## config.mk

```make
export PLATFORM = sky130hd
export DESIGN_NAME = fetch_unit
export DESIGN_NICKNAME = d
export VERILOG_FILES = /design/src/rtl/fetch_unit_pkg.sv /design/src/rtl/fetch_predecode.sv /design/src/rtl/fetch_unit.sv
export SDC_FILE = /design/constraint.sdc
export NUM_CORES = 1
export LEC_CHECK = 0
export CAP_MARGIN = 20
export CORE_AREA = 8 8 179 130
export DETAILED_ROUTE_END_ITERATION = 8
export DIE_AREA = 0 0 187 138
export PLACE_DENSITY = 0.94
export SLEW_MARGIN = 20
export SYNTH_ARGS = -nofsm -noshare
export SYNTH_HDL_FRONTEND = slang
export SYNTH_SLANG_ARGS = --single-unit
```

## constraint.sdc

```tcl
create_clock -name clk_i -period 5.6 [get_ports clk_i]
set_clock_uncertainty 0.2 [all_clocks]
set_input_delay 0.84 -clock clk_i [delete_from_list [all_inputs] [get_ports clk_i]]
set_output_delay 0.84 -clock clk_i [all_outputs]
set_load 0.01 [all_outputs]
```

## src/rtl/fetch_unit_pkg.sv

```systemverilog
// Shared definitions for the SEQ fetch stage.
// Contents: instruction-code constants (IHALT..IPOPQ), the "no register"
// marker NREG, the stat encoding, bus widths, and the fetch FSM state type.
package fetch_unit_pkg;

  localparam int DATA_BUS     = 64;
  localparam int ICODE_BUS    = 4;
  localparam int REG_ADDR_BUS = 4;

  localparam logic [ICODE_BUS-1:0] IHALT   = 4'h0;
  localparam logic [ICODE_BUS-1:0] INOP    = 4'h1;
  localparam logic [ICODE_BUS-1:0] IRRMOVQ = 4'h2;
  localparam logic [ICODE_BUS-1:0] IIRMOVQ = 4'h3;
  localparam logic [ICODE_BUS-1:0] IRMMOVQ = 4'h4;
  localparam logic [ICODE_BUS-1:0] IMRMOVQ = 4'h5;
  localparam logic [ICODE_BUS-1:0] IOPQ    = 4'h6;
  localparam logic [ICODE_BUS-1:0] IJXX    = 4'h7;
  localparam logic [ICODE_BUS-1:0] ICALL   = 4'h8;
  localparam logic [ICODE_BUS-1:0] IRET    = 4'h9;
  localparam logic [ICODE_BUS-1:0] IPUSHQ  = 4'hA;
  localparam logic [ICODE_BUS-1:0] IPOPQ   = 4'hB;

  localparam logic [REG_ADDR_BUS-1:0] NREG = 4'hF;

  typedef enum logic [2:0] {
    STAT_AOK = 3'd1,
    STAT_HLT = 3'd2,
    STAT_ADR = 3'd3,
    STAT_INS = 3'd4
  } stat_e;

  typedef enum logic [1:0] {
    S_IDLE,
    S_FETCH,
    S_ISSUE,
    S_HALT
  } fetch_state_e;

endpackage

```

## src/rtl/fetch_predecode.sv

```systemverilog
// Combinational instruction splitter for the fetch stage.
// Ports:
//   window_i  80-bit instruction window, byte0 = [7:0] (little-endian)
//   pc_i      address of byte0
//   icode_o, ifun_o, ra_o, rb_o, valc_o  extracted fields (NREG when no regids)
//   valp_o    pc_i + instruction length, wrapping modulo 2^64
//   stat_o    AOK / HLT / INS for this window (ADR is decided by the caller)
module fetch_predecode
  import fetch_unit_pkg::*;
(
  input  logic [79:0]             window_i,
  input  logic [DATA_BUS-1:0]     pc_i,
  output logic [ICODE_BUS-1:0]    icode_o,
  output logic [3:0]              ifun_o,
  output logic [REG_ADDR_BUS-1:0] ra_o,
  output logic [REG_ADDR_BUS-1:0] rb_o,
  output logic [DATA_BUS-1:0]     valc_o,
  output logic [DATA_BUS-1:0]     valp_o,
  output stat_e                   stat_o
);

  logic       need_regids;
  logic       need_valc;
  logic [3:0] length;

  assign icode_o = window_i[7:4];
  assign ifun_o  = window_i[3:0];

  always_comb begin
    // NOTE: every output of this block gets a default first, so no path
    // can leave one unassigned and infer a latch.
    need_regids = 1'b0;
    need_valc   = 1'b0;
    length      = 4'd1;
    case (icode_o)
      IHALT, INOP, IRET:            length = 4'd1;
      IRRMOVQ, IOPQ, IPUSHQ, IPOPQ: begin
        need_regids = 1'b1;
        length      = 4'd2;
      end
      IJXX, ICALL: begin
        need_valc = 1'b1;
        length    = 4'd9;
      end
      IIRMOVQ, IRMMOVQ, IMRMOVQ: begin
        need_regids = 1'b1;
        need_valc   = 1'b1;
        length      = 4'd10;
      end
      default: length = 4'd1;
    endcase
  end

  assign ra_o = need_regids ? window_i[15:12] : NREG;
  assign rb_o = need_regids ? window_i[11:8]  : NREG;

  // The constant follows the register byte when there is one.
  assign valc_o = !need_valc  ? '0 :
                  need_regids ? window_i[79:16] : window_i[71:8];

  assign valp_o = pc_i + DATA_BUS'(length);

  always_comb begin
    stat_o = STAT_AOK;
    if (icode_o > IPOPQ) begin
      stat_o = STAT_INS;
    end else if (icode_o == IOPQ) begin
      if (ifun_o > 4'd3) stat_o = STAT_INS;
    end else if (icode_o == IRRMOVQ || icode_o == IJXX) begin
      if (ifun_o > 4'd6) stat_o = STAT_INS;
    end else if (ifun_o != 4'd0) begin
      stat_o = STAT_INS;
    end else if (icode_o == IHALT) begin
      stat_o = STAT_HLT;
    end
  end

endmodule

```

## src/rtl/fetch_unit.sv

```systemverilog
// SEQ fetch stage: holds the PC, requests a 10-byte window from instruction
// memory, registers the split instruction for decode and waits for commit.
// Optional feature macro: FETCH_WDT_EN (fetch watchdog of WDT_CYCLES cycles;
// a timeout reports ADR and the unit halts after that instruction commits).
// Ports:
//   clk_i, rst_i (async, active-low)
//   imem_req_o/imem_addr_o/imem_valid_i/imem_data_i/imem_err_i  memory side
//   icode_o..valP_o, instr_valid_o, stat_o                       decode side
//   commit_i/next_pc_i                                           retire strobe
module fetch_unit
  import fetch_unit_pkg::*;
#(
  parameter logic [63:0] RESET_PC   = 64'h0,
  parameter int          WDT_CYCLES = 16
) (
  input  logic        clk_i,
  input  logic        rst_i,
  output logic        imem_req_o,
  output logic [63:0] imem_addr_o,
  input  logic        imem_valid_i,
  input  logic [79:0] imem_data_i,
  input  logic        imem_err_i,
  output logic [3:0]  icode_o,
  output logic [3:0]  ifun_o,
  output logic [3:0]  rA_o,
  output logic [3:0]  rB_o,
  output logic [63:0] valC_o,
  output logic [63:0] valP_o,
  output logic        instr_valid_o,
  output logic [2:0]  stat_o,
  input  logic        commit_i,
  input  logic [63:0] next_pc_i
);

  fetch_state_e state_q, state_d;
  logic [63:0]  pc_q;
  stat_e        stat_q;

  logic [3:0]   pd_icode, pd_ifun, pd_ra, pd_rb;
  logic [63:0]  pd_valc, pd_valp;
  stat_e        pd_stat;

  logic         rsp_ok;     // good window accepted this cycle
  logic         fault;      // memory error or watchdog timeout this cycle
  logic         wdt_expire;
  logic         retire;

  fetch_predecode u_predecode (
    .window_i (imem_data_i),
    .pc_i     (pc_q),
    .icode_o  (pd_icode),
    .ifun_o   (pd_ifun),
    .ra_o     (pd_ra),
    .rb_o     (pd_rb),
    .valc_o   (pd_valc),
    .valp_o   (pd_valp),
    .stat_o   (pd_stat)
  );

`ifdef FETCH_WDT_EN
  logic [7:0] wdt_cnt_q;

  // Counts consecutive FETCH cycles without a response; held at zero
  // elsewhere, so it is already clear on every entry to FETCH.
  always_ff @(posedge clk_i or negedge rst_i) begin
    if (!rst_i) begin
      wdt_cnt_q <= '0;
    end else if (state_q == S_FETCH && !imem_valid_i) begin
      wdt_cnt_q <= wdt_cnt_q + 8'd1;
    end else begin
      wdt_cnt_q <= '0;
    end
  end

  // A response in the timeout cycle wins over the timeout.
  assign wdt_expire = (state_q == S_FETCH) && !imem_valid_i &&
                      (wdt_cnt_q == 8'(WDT_CYCLES - 1));
`else
  logic [31:0] unused_wdt_cycles;
  assign unused_wdt_cycles = 32'(WDT_CYCLES);
  assign wdt_expire        = 1'b0;
`endif

  assign rsp_ok = (state_q == S_FETCH) && imem_valid_i && !imem_err_i;
  assign fault  = ((state_q == S_FETCH) && imem_valid_i && imem_err_i) || wdt_expire;
  assign retire = (state_q == S_ISSUE) && commit_i;

  always_ff @(posedge clk_i or negedge rst_i) begin
    if (!rst_i) begin
      // NOTE: all registers use non-blocking assignment so each one samples
      // pre-edge values regardless of statement order.
      state_q <= S_IDLE;
    end else begin
      state_q <= state_d;
    end
  end

  always_comb begin
    state_d = state_q;
    case (state_q)
      S_IDLE:  state_d = S_FETCH;
      S_FETCH: if (rsp_ok || fault) state_d = S_ISSUE;
      S_ISSUE: if (commit_i) state_d = (stat_q == STAT_AOK) ? S_FETCH : S_HALT;
      S_HALT:  state_d = S_HALT;
      default: state_d = S_IDLE;
    endcase
  end

  always_ff @(posedge clk_i or negedge rst_i) begin
    if (!rst_i) begin
      pc_q          <= RESET_PC;
      icode_o       <= INOP;
      ifun_o        <= 4'h0;
      rA_o          <= NREG;
      rB_o          <= NREG;
      valC_o        <= '0;
      valP_o        <= '0;
      instr_valid_o <= 1'b0;
      stat_q        <= STAT_AOK;
    end else if (rsp_ok) begin
      icode_o       <= pd_icode;
      ifun_o        <= pd_ifun;
      rA_o          <= pd_ra;
      rB_o          <= pd_rb;
      valC_o        <= pd_valc;
      valP_o        <= pd_valp;
      instr_valid_o <= 1'b1;
      stat_q        <= pd_stat;
    end else if (fault) begin
      // Presented to decode as a NOP that makes no progress.
      icode_o       <= INOP;
      ifun_o        <= 4'h0;
      rA_o          <= NREG;
      rB_o          <= NREG;
      valC_o        <= '0;
      valP_o        <= pc_q;
      instr_valid_o <= 1'b1;
      stat_q        <= STAT_ADR;
    end else if (retire) begin
      pc_q          <= next_pc_i;
      instr_valid_o <= 1'b0;
    end
  end

  assign imem_req_o  = (state_q == S_FETCH);
  assign imem_addr_o = pc_q;
  assign stat_o      = stat_q;

endmodule
```

==> results.cfg <==
[status]
outcome = finished, final reports clean

[critical_path]
cp.required_ns = 5.81
critPathKind = primary input to register
timing.critical_path.from_type = primary input
arrival_time_reported_for_the_critical_path_endpoint_ns = 4.04
cp_max_fo = 12
crit_path_end_kind = register

[sta]
final_worst_setup_slack_ns = 1.772
unrepaired_setup_endpoints_after_global_routing = no
layout_min_cycle_time_ns = 3.828
final.setup.tns_ns = 0
fin_max_slew_vios = 0
fmax_ghz = 0.2612
hold_viol = 0
setup_viol = 0
timing.slew.headroom_pct = 26.32
max_slew.worst_pin.slew_ns = 1.105
post-route-period-util_pct = 68.36

[cells_and_area]
layout-drive-gt1-share_pct = 10.09
area.growth.synth_to_final_pct = 46.44
num-fill-cells = 1392
regArea_mm2 = 0.005368
multi_input_comb_area_mm2 = 0.004305
nets = 1425
finalNonFillerCells = 1566
stdcell_area_mm2 = 0.01450

[route]
dr.max_layer_used = met5
met2_wirelength_um = 16080
drc_errors = 0
drt_first_pass_iters = 5
routedWlPerCell_um = 22.12
viasPerCell = 5.674
routed-wl-met3_um = 3354
num_vias = 8885
met1Wirelength_um = 13690
detail-route-antenna-nets = 0
routed_wirelength_um = 34640
drt_iter0_markers = 739

[synth]
synth.yosys.seq_area_share_pct = 54.21
yosys_warnings = 0
synthFlopType = sky130_fd_sc_hd__dfrtp_1
syn_inst = 929
ys_async_sr_fraction_pct = 100.0
syn_avg_cell_area_um2 = 10.66
synth.ff_latch_count = 214
netlist-cell-type-count = 44
postSynthNetCount = 1082
synth_enable_flop_cells = 0
syn-cell-area_mm2 = 0.009901

[placed_design]
place_area_mm2 = 0.01377
dpl.hpwl_um = 25490
placed_cells_incl_taps = 1524
placement.setup.worst_slack_ns = 1.270
place.gp.congestion = 0.8891
numPortBuffers = 361

[global_route]
grt_start_max_net_pins = 112
global_route.overflow_total = 0
number_of_antenna_violations_at_the_first_check_in_global_routing = 1
grt_pass1_wl_um = 54030
gr-usage-all-layers_pct = 25.92
vias_in_the_first_global_route = 9223

[floorplanning]
fp.dieH_um = 138
placeableCoreArea_mm2 = 0.02042
die_area_mm2 = 0.02581
dieWidth_um = 187
core.rowCount = 44
io-pin-count = 362
start_util_pct = 48.47

[cts]
tritoncts = built
post-cts-setup-buffers = 0
cts_buffer_depth = 3
cts.sink_count = 214
worst_skew_pair.late_latency_ns = 0.50
cts_inserted_buffers = 22
clkTransAtPathRegs_ns = 0.06
cts_root_buf = sky130_fd_sc_hd__clkbuf_16
cts_htree_levels = 1
ctsHoldBuffers = 0
cts.repair.resized = 0

[power_and_ir_drop]
ir_drop_v = 0.0002688
pwr_density_cell_mw_per_mm2 = 245.1
p_leak_nw = 6.132
totalPowerFinal_mw = 3.554

[run]
drv.max_cap_violation_count = 0

[worst_hold_path]
min-delay-path-class = primary input to async pin
-- path summary, 6_finish.rpt --
| kind | from | end | slack (ns) | depth (start not counted) |
|---|---|---|---|---|
| worst max-delay path | imem_data_i[6] | valP_o[62]$_DFFE_PN0P_ | 1.77 | 11 |
| worst min-delay path | rst_i | imem_addr_o[8]$_DFFE_PN0P_ | 0.22 | 1 |
| worst max register to register | state_q[1]$_DFFE_PN0P_ | valP_o[55]$_DFFE_PN0P_ | 2.55 | 6 |
| worst min register to register | valC_o[40]$_DFFE_PN0P_ | valC_o[40]$_DFFE_PN0P_ | 0.28 | 2 |
| max in group asynchronous | rst_i | valC_o[25]$_DFFE_PN0P_ | 3.70 | 2 |
| min in group clk_i | valC_o[40]$_DFFE_PN0P_ | valC_o[40]$_DFFE_PN0P_ | 0.28 | 2 |
-- final cells by class --
class / count / share of cell area (%)
Antenna cell: 2 / 0.03452
Timing Repair Buffer: 372 / 25.66
Sequential cell: 214 / 37.02
Tap cell: 276 / 2.382
Inverter: 9 / 0.2330
Clock inverter: 8 / 0.4919
Multi-Input combinational cell: 653 / 29.69
Clock buffer: 32 / 4.479
-- metrics by stage --
step                hold slack [ns]  util, %
detailed placement           0.2692    67.43
finish                       0.2159    70.99
floorplan                    0.3096        -
global placement             0.2583    67.30
global route                 0.2632    70.96
CTS                          0.2394    70.96
-- cell usage after synthesis, types with 8 or more instances --
cell type	count	area, um2
sky130_fd_sc_hd__nor4_1	10	62.56
sky130_fd_sc_hd__clkbuf_1	45	168.9
sky130_fd_sc_hd__xor2_1	32	280.3
sky130_fd_sc_hd__o21ai_1	13	65.06
sky130_fd_sc_hd__nand4_1	25	156.4
sky130_fd_sc_hd__mux2_2	64	720.7
sky130_fd_sc_hd__nor2_1	26	97.59
sky130_fd_sc_hd__nand2_1	153	574.3
sky130_fd_sc_hd__o22a_1	9	78.83
sky130_fd_sc_hd__mux2i_1	67	670.6
sky130_fd_sc_hd__nor3_1	10	50.05
sky130_fd_sc_hd__xnor2_1	29	254.0
sky130_fd_sc_hd__dfrtp_1	204	5105
sky130_fd_sc_hd__o21ai_0	120	600.6
sky130_fd_sc_hd__nand3_1	25	125.1
sky130_fd_sc_hd__inv_1	9	33.78
sky130_fd_sc_hd__and3_1	8	50.05
sky130_fd_sc_hd__dfstp_2	10	262.8
-- critical path, cell delays in order --
cell	delay, ns
sky130_fd_sc_hd__clkdlybuf4s50_1	0.57
sky130_fd_sc_hd__or3_1	0.48
sky130_fd_sc_hd__a21oi_1	0.22
sky130_fd_sc_hd__ha_1	0.22
sky130_fd_sc_hd__a31oi_1	0.13
sky130_fd_sc_hd__or3_1	0.41
sky130_fd_sc_hd__nor4_4	0.26
sky130_fd_sc_hd__buf_4	0.23
sky130_fd_sc_hd__nand3_1	0.15
sky130_fd_sc_hd__or3_1	0.33
sky130_fd_sc_hd__a31oi_1	0.18
-- registers in the layout (all words and copies together), names as in the netlist --
| signal | flops |
|---|---|
| icode_o | 4 |
| ifun_o | 4 |
| imem_addr_o | 64 |
| instr_valid_o | 1 |
| rA_o | 4 |
| rB_o | 4 |
| stat_o | 3 |
| state_q | 2 |
| valC_o | 64 |
| valP_o | 64 |
-- routing by layer --
layer	GRT usage (%)	up-vias
li1	-	3974
met1	31.35	4351
met2	42.15	462
met3	9.020	96
met4	10.09	2
met5	0	-
-- cells in the final DEF (no fill, tap or decap), types with 26 or more instances in the layout --
cell / n
sky130_fd_sc_hd__clkdlybuf4s50_1: 360
sky130_fd_sc_hd__dfrtp_1: 204
sky130_fd_sc_hd__mux2_2: 64
sky130_fd_sc_hd__mux2i_1: 66
sky130_fd_sc_hd__nand2_1: 153
sky130_fd_sc_hd__nor2_1: 26
sky130_fd_sc_hd__o21ai_0: 120
sky130_fd_sc_hd__xnor2_1: 29
sky130_fd_sc_hd__xor2_1: 32
-- logic make-up after synthesis --
family | Yosys count | synth area share, %
compound gates | 165 | 9.150
xor+xnor | 61 | 5.396
fa+ha+maj | 4 | 0.5814
buf+inv | 62 | 2.426
flops | 214 | 54.21
mux | 131 | 14.05
simple gates | 292 | 14.18
-- power breakdown --
part,switching [mW],internal [mW]
Clock,0.611,0.853
Combinational,0.173,0.251
Sequential,0.0805,1.59
Total,0.864,2.69
Note: power is estimated with default switching activity, not from simulation.
